<file path="config.mk">
export PLATFORM = sky130hd
export DESIGN_NAME = mult_min_issuer
export DESIGN_NICKNAME = d
export VERILOG_FILES = /design/src/rtl/mult_min_issuer.sv
export SDC_FILE = /design/constraint.sdc
export NUM_CORES = 1
export LEC_CHECK = 0
export BUFFER_PORTS_ARGS = -buffer_cell sky130_fd_sc_hd__buf_2
export CAP_MARGIN = 5
export CORE_MARGIN = 4
export CORE_UTILIZATION = 40
export CTS_CLUSTER_DIAMETER = 80
export DETAILED_ROUTE_END_ITERATION = 16
export GPL_TIMING_DRIVEN = 0
export PLACE_DENSITY_LB_ADDON = 0.3
export RECOVER_POWER = 25
export SYNTH_ARGS = -nofsm -noshare
export SYNTH_HDL_FRONTEND = slang
export SYNTH_SLANG_ARGS = --single-unit
</file>
<file path="constraint.sdc">
create_clock -name clk -period 3 [get_ports clk]
set_input_delay 0.3 -clock clk [delete_from_list [all_inputs] [get_ports clk]]
set_output_delay 0.3 -clock clk [all_outputs]
set_load 0.1 [all_outputs]
</file>
<file path="src/rtl/mult_min_issuer.sv">
// Issues buffered operand triples to the mult-and-min unit one at a time
// and returns each result (or a watchdog timeout) in push order.
module mult_min_issuer #(
  parameter int unsigned n       = 8,
  parameter int unsigned DEPTH   = 4,
  parameter int unsigned TIMEOUT = 255
) (
  input  logic                     clk,
  input  logic                     reset,
  input  logic                     in_valid,
  output logic                     in_ready,
  input  logic [n-1:0]             in_a,
  input  logic [n-1:0]             in_b,
  input  logic [n-1:0]             in_c,
  output logic                     out_valid,
  input  logic                     out_ready,
  output logic [n-1:0]             out_result,
  output logic                     out_overflow,
  output logic                     out_timeout,
  output logic                     unit_start,
  output logic [n-1:0]             unit_inA,
  output logic [n-1:0]             unit_inB,
  output logic [n-1:0]             unit_inC,
  input  logic                     unit_ready,
  input  logic                     unit_overflow,
  input  logic [n-1:0]             unit_result,
  output logic                     busy,
  output logic [$clog2(DEPTH):0]   pending
);

  localparam int unsigned AW = $clog2(DEPTH);
  localparam int unsigned CW = AW + 1;
  localparam int unsigned TW = $clog2(TIMEOUT + 1);
  localparam int unsigned DW = 3 * n;

  localparam logic [2:0] S_IDLE  = 3'd0;
  localparam logic [2:0] S_ISSUE = 3'd1;
  localparam logic [2:0] S_ARM   = 3'd2;
  localparam logic [2:0] S_WAIT  = 3'd3;
  localparam logic [2:0] S_RESP  = 3'd4;

  logic [DW-1:0] mem [DEPTH];
  logic [AW-1:0] wr_ptr_q;
  logic [AW-1:0] rd_ptr_q;
  logic [CW-1:0] count_q;
  logic [DW-1:0] head;
  logic          push;
  logic          pop;

  logic [2:0]    state_q;
  logic [2:0]    state_d;
  logic [TW-1:0] timer_q;
  logic          timeout_hit;

  assign in_ready    = (count_q != CW'(DEPTH));
  assign push        = in_valid & in_ready;
  assign pop         = out_valid & out_ready;
  assign pending     = count_q;
  assign timeout_hit = (timer_q == TW'(TIMEOUT - 1));

  // Operands come straight from the FIFO head, which only moves on pop.
  assign head     = mem[rd_ptr_q];
  assign unit_inA = head[DW-1:2*n];
  assign unit_inB = head[2*n-1:n];
  assign unit_inC = head[n-1:0];

  always_ff @(posedge clk) begin
    if (push) begin
      mem[wr_ptr_q] <= {in_a, in_b, in_c};
    end
  end

  // Pointers wrap naturally since DEPTH is a power of two.
  always_ff @(posedge clk) begin
    if (reset) begin
      wr_ptr_q <= '0;
      rd_ptr_q <= '0;
      count_q  <= '0;
    end else begin
      if (push) wr_ptr_q <= wr_ptr_q + AW'(1);
      if (pop)  rd_ptr_q <= rd_ptr_q + AW'(1);
      case ({push, pop})
        2'b10:   count_q <= count_q + CW'(1);
        2'b01:   count_q <= count_q - CW'(1);
        default: count_q <= count_q;
      endcase
    end
  end

  always_ff @(posedge clk) begin
    if (reset) begin
      state_q <= S_IDLE;
    end else begin
      state_q <= state_d;
    end
  end

  // ARM exists so a stale ready level from the previous op is never sampled.
  always_comb begin
    state_d = state_q;
    case (state_q)
      S_IDLE:  if (count_q != '0) state_d = S_ISSUE;
      S_ISSUE: state_d = S_ARM;
      S_ARM:   state_d = S_WAIT;
      S_WAIT:  if (unit_ready || timeout_hit) state_d = S_RESP;
      S_RESP:  if (out_ready) state_d = S_IDLE;
      default: state_d = S_IDLE;
    endcase
  end

  // Registered outputs are decoded from the next state; ready beats timeout.
  always_ff @(posedge clk) begin
    if (reset) begin
      unit_start   <= 1'b0;
      busy         <= 1'b0;
      out_valid    <= 1'b0;
      out_result   <= '0;
      out_overflow <= 1'b0;
      out_timeout  <= 1'b0;
      timer_q      <= '0;
    end else begin
      unit_start <= (state_d == S_ISSUE);
      busy       <= (state_d != S_IDLE);
      out_valid  <= (state_d == S_RESP);
      if (state_q == S_ARM) begin
        timer_q <= '0;
      end else if (state_q == S_WAIT) begin
        timer_q <= timer_q + TW'(1);
      end
      if (state_q == S_WAIT) begin
        if (unit_ready) begin
          out_result   <= unit_result;
          out_overflow <= unit_overflow;
          out_timeout  <= 1'b0;
        end else if (timeout_hit) begin
          out_result   <= '0;
          out_overflow <= 1'b0;
          out_timeout  <= 1'b1;
        end
      end
    end
  end

endmodule

</file>
==> flow_summary.json <==
{
  "antenna_cells": 0,
  "leakagePower_nw": 2.09,
  "synth_edf_count": 96,
  "post-route-min-period_ns": 2.36,
  "overflow": 0,
  "crit_fanout": 10,
  "slowest_delay_ns": 0.56,
  "synth.distinct_cells": 38,
  "relSlewSlack_pct": 14.4,
  "irDropWorstVdd_uv": 504,
  "status": "complete, no violations",
  "coreArea_um2": 12000,
  "drcViolationCount": 0,
  "synth-seq-area-share_pct": 72.4,
  "hold_viol": 0,
  "r2r_end": "pending[2]$_SDFFE_PP0P_",
  "holdPathStages": 1,
  "hp-class": "in -> reg",
  "synthCells": 285,
  "crit_path_top_delay_cell": "mux4_2",
  "reg2reg_depth": 9,
  "regArea_um2": 3540,
  "cts_sinks": 129,
  "avgRoutedWirePerCell_um": 16.8,
  "crit_chain": "buf_2 > buf_4 > mux4_2 > buf_2",
  "synth_area_um2": 4900,
  "tns_ns": 0,
  "cp.required_ns": 2.70,
  "antenna_found_initial": 0,
  "gp_congestion": 0.734,
  "die_w_um": 119,
  "rows": 40,
  "worstHoldEndpoint": "mem[3][4]$_DFFE_PP_",
  "synth_flop_cell": "edfxtp_1",
  "yosys_warnings": 0,
  "cts_made_buffers": 17,
  "die-area_um2": 14100,
  "grt_usage_pct": 13.6,
  "path_class": "reg -> out",
  "synthTopCellsByCount": "96 x edfxtp_1, 33 x dfxtp_1, 24 x mux4_2",
  "setup_viol": 0,
  "clock_path_buffers": 2,
  "drive_above_1_share_pct": 31.6,
  "synth_fp_nets": 331,
  "yosysMostFrequentCell": "edfxtp_1",
  "pin_count": 79,
  "die_h_um": 119,
  "yosysTopAreaCell": "edfxtp_1",
  "cap_violations": 0,
  "rrSetupSlack_ns": 0.65,
  "htree_levels": 4,
  "synth_top_area_share_pct": 58.9,
  "drt-initial-drc-count": 154,
  "fin_crit_sh_pct": 78.7,
  "syn2layout_area_growth_pct": 21.6,
  "port_buffers": 77,
  "cts_tree": "done",
  "synth_seq_cells": 129,
  "path_common_cell": "buf_2",
  "fmax_mhz": 424,
  "grt_pass1_wl_um": 14500,
  "ctsResizeCount": 0,
  "cts.reportedPaths.clkPinSlew_ns": 0.05,
  "first_pass_iters": 4,
  "ys_async_sr_fraction_pct": 0,
  "r2r-start": "pending[0]$_SDFFE_PP0P_",
  "worstMarginPinSlew_ns": 1.28,
  "via_per_inst": 5.05,
  "grt_max_degree": 25,
  "cp-end-kind": "primary output",
  "slew_viol_final": 0,
  "worstSkewPairLatency_ns": 0.40,
  "fill_cells": 1035,
  "hold_start": "in_c[4]",
  "multi_input_area_um2": 1250,
  "cts-root-buf": "clkbuf_16",
  "finClkSkew_ns": 0.00517,
  "holdWs_ns": 0.123,
  "power.density_nw_per_um2": 715,
  "cts_setup_buffers": 0,
  "synthesis.area_per_instance_um2": 17.2,
  "critPathArrivalTime_ns": 2.06,
  "start_util_pct": 40.8,
  "rsz0062_at_grt": "false",
  "routed_wl_um": 9060,
  "num_vias": 2726,
  "start_kind": "flop",
  "grt_pass1_vias": 2853,
  "nets": 428,
  "dp_hpwl_um": 5790,
  "drtAntennaViolNets": 0,
  "yosys-top-cells-area": "edfxtp_1 59%, dfxtp_1 13%, mux4_2 11%, ha_1 1.8%, a21oi_1 1.6%",
  "holdBufCountCts": 0
}
==> layer usage <==
metal / global-route usage (%) / vias up / wire [um]
li1: - / 1279 / -
met1: 17.1 / 1348 / 4000
met2: 21.4 / 88 / 4370
met3: 4.31 / 11 / 530
met4: 6.52 / 0 / 160
met5: 0 / - / 0
==> final cells by class <==
cell class	instances	area share, %
timing repair buffer	78	6.53
multi-input combinational	135	21.1
tap	147	3.09
buffer	12	1.09
inverter	9	0.567
sequential	129	59.5
clock inverter	10	0.798
clock buffer	20	7.33
==> placed cells by master (no fill, tap or decap), types with 3 or more instances in the layout <==
master / instances
a21oi_1: 16
and3_1: 4
buf_1: 3
buf_2: 62
buf_4: 4
clkbuf_1: 23
clkbuf_16: 17
clkinv_1: 4
clkinv_2: 5
dfxtp_1: 32
edfxtp_1: 96
ha_1: 7
inv_1: 8
mux4_2: 24
nand2_1: 16
nor2_1: 18
o21ai_1: 10
xnor2_1: 5
xor2_1: 7
==> report_power, final <==
part / switching, mW / leakage, nW / internal (mW) / total (mW)
clock: 0.671 / 0.239 / 1.02 / 1.69
combinational: 0.418 / 0.700 / 0.106 / 0.524
sequential: 0.0323 / 1.15 / 2.01 / 2.04
==> registers in the layout (all words and copies together), names as in the netlist, named ones only <==
name and count:
busy 1, rd_ptr_q 2, out_valid 1, out_timeout 1
wr_ptr_q 2, state_q 3, out_overflow 1, pending 3
unit_start 1, out_result 8, mem 96, timer_q 8
==> cell families (layout without fill, tap and decap cells) <==
kind of cell    count (synthesis)  after routing  share of synthesized area, %
flops                         129            129                          72.4
simple gates                   60             60                          6.59
compound gates                 31             31                          3.65
mux                            24             24                          11.0
buf+inv                        21            129                          2.02
xor+xnor                       12             12                          2.15
fa+ha+maj                       8              8                          2.20
==> how the worst max path moves through the flow <==
stage | end | slack, ns | cells after the start
floorplan | pending[2]$_SDFFE_PP0P_ | 0.13 | 9
global placement | pending[2]$_SDFFE_PP0P_ | 0.71 | 9
detailed placement | pending[2]$_SDFFE_PP0P_ | 0.67 | 9
CTS | unit_inB[2] | 0.59 | 4
global route | unit_inB[2] | 0.52 | 4
finish | unit_inB[2] | 0.64 | 4
==> per-stage QoR <==
| stage | instance area (um^2) | std cells | setup slack [ns] | total power [mW] | utilization, % |
|---|---|---|---|---|---|
| 6_report | 5960 | 540 | 0.640 | 4.26 | 49.6 |
| 5_1_grt | 5960 | 540 | 0.515 | 4.43 | 49.6 |
| 4_1_cts | 5950 | 539 | 0.592 | 4.31 | 49.6 |
| 3_5_place_dp | 5470 | 509 | 0.671 | 2.61 | 45.5 |
| 3_3_place_gp | 5470 | 509 | 0.705 | 2.60 | 45.5 |
| 2_1_floorplan | 4900 | 285 | 0.125 | 2.49 | - |
==> critical path: cells and delay by family (launching register included) <==
family | cells | cell delay [ns]
DFF | 1 | 0.30
muxes | 1 | 0.56
buffers and inverters | 3 | 0.79
(Power assumes the default switching activity.)
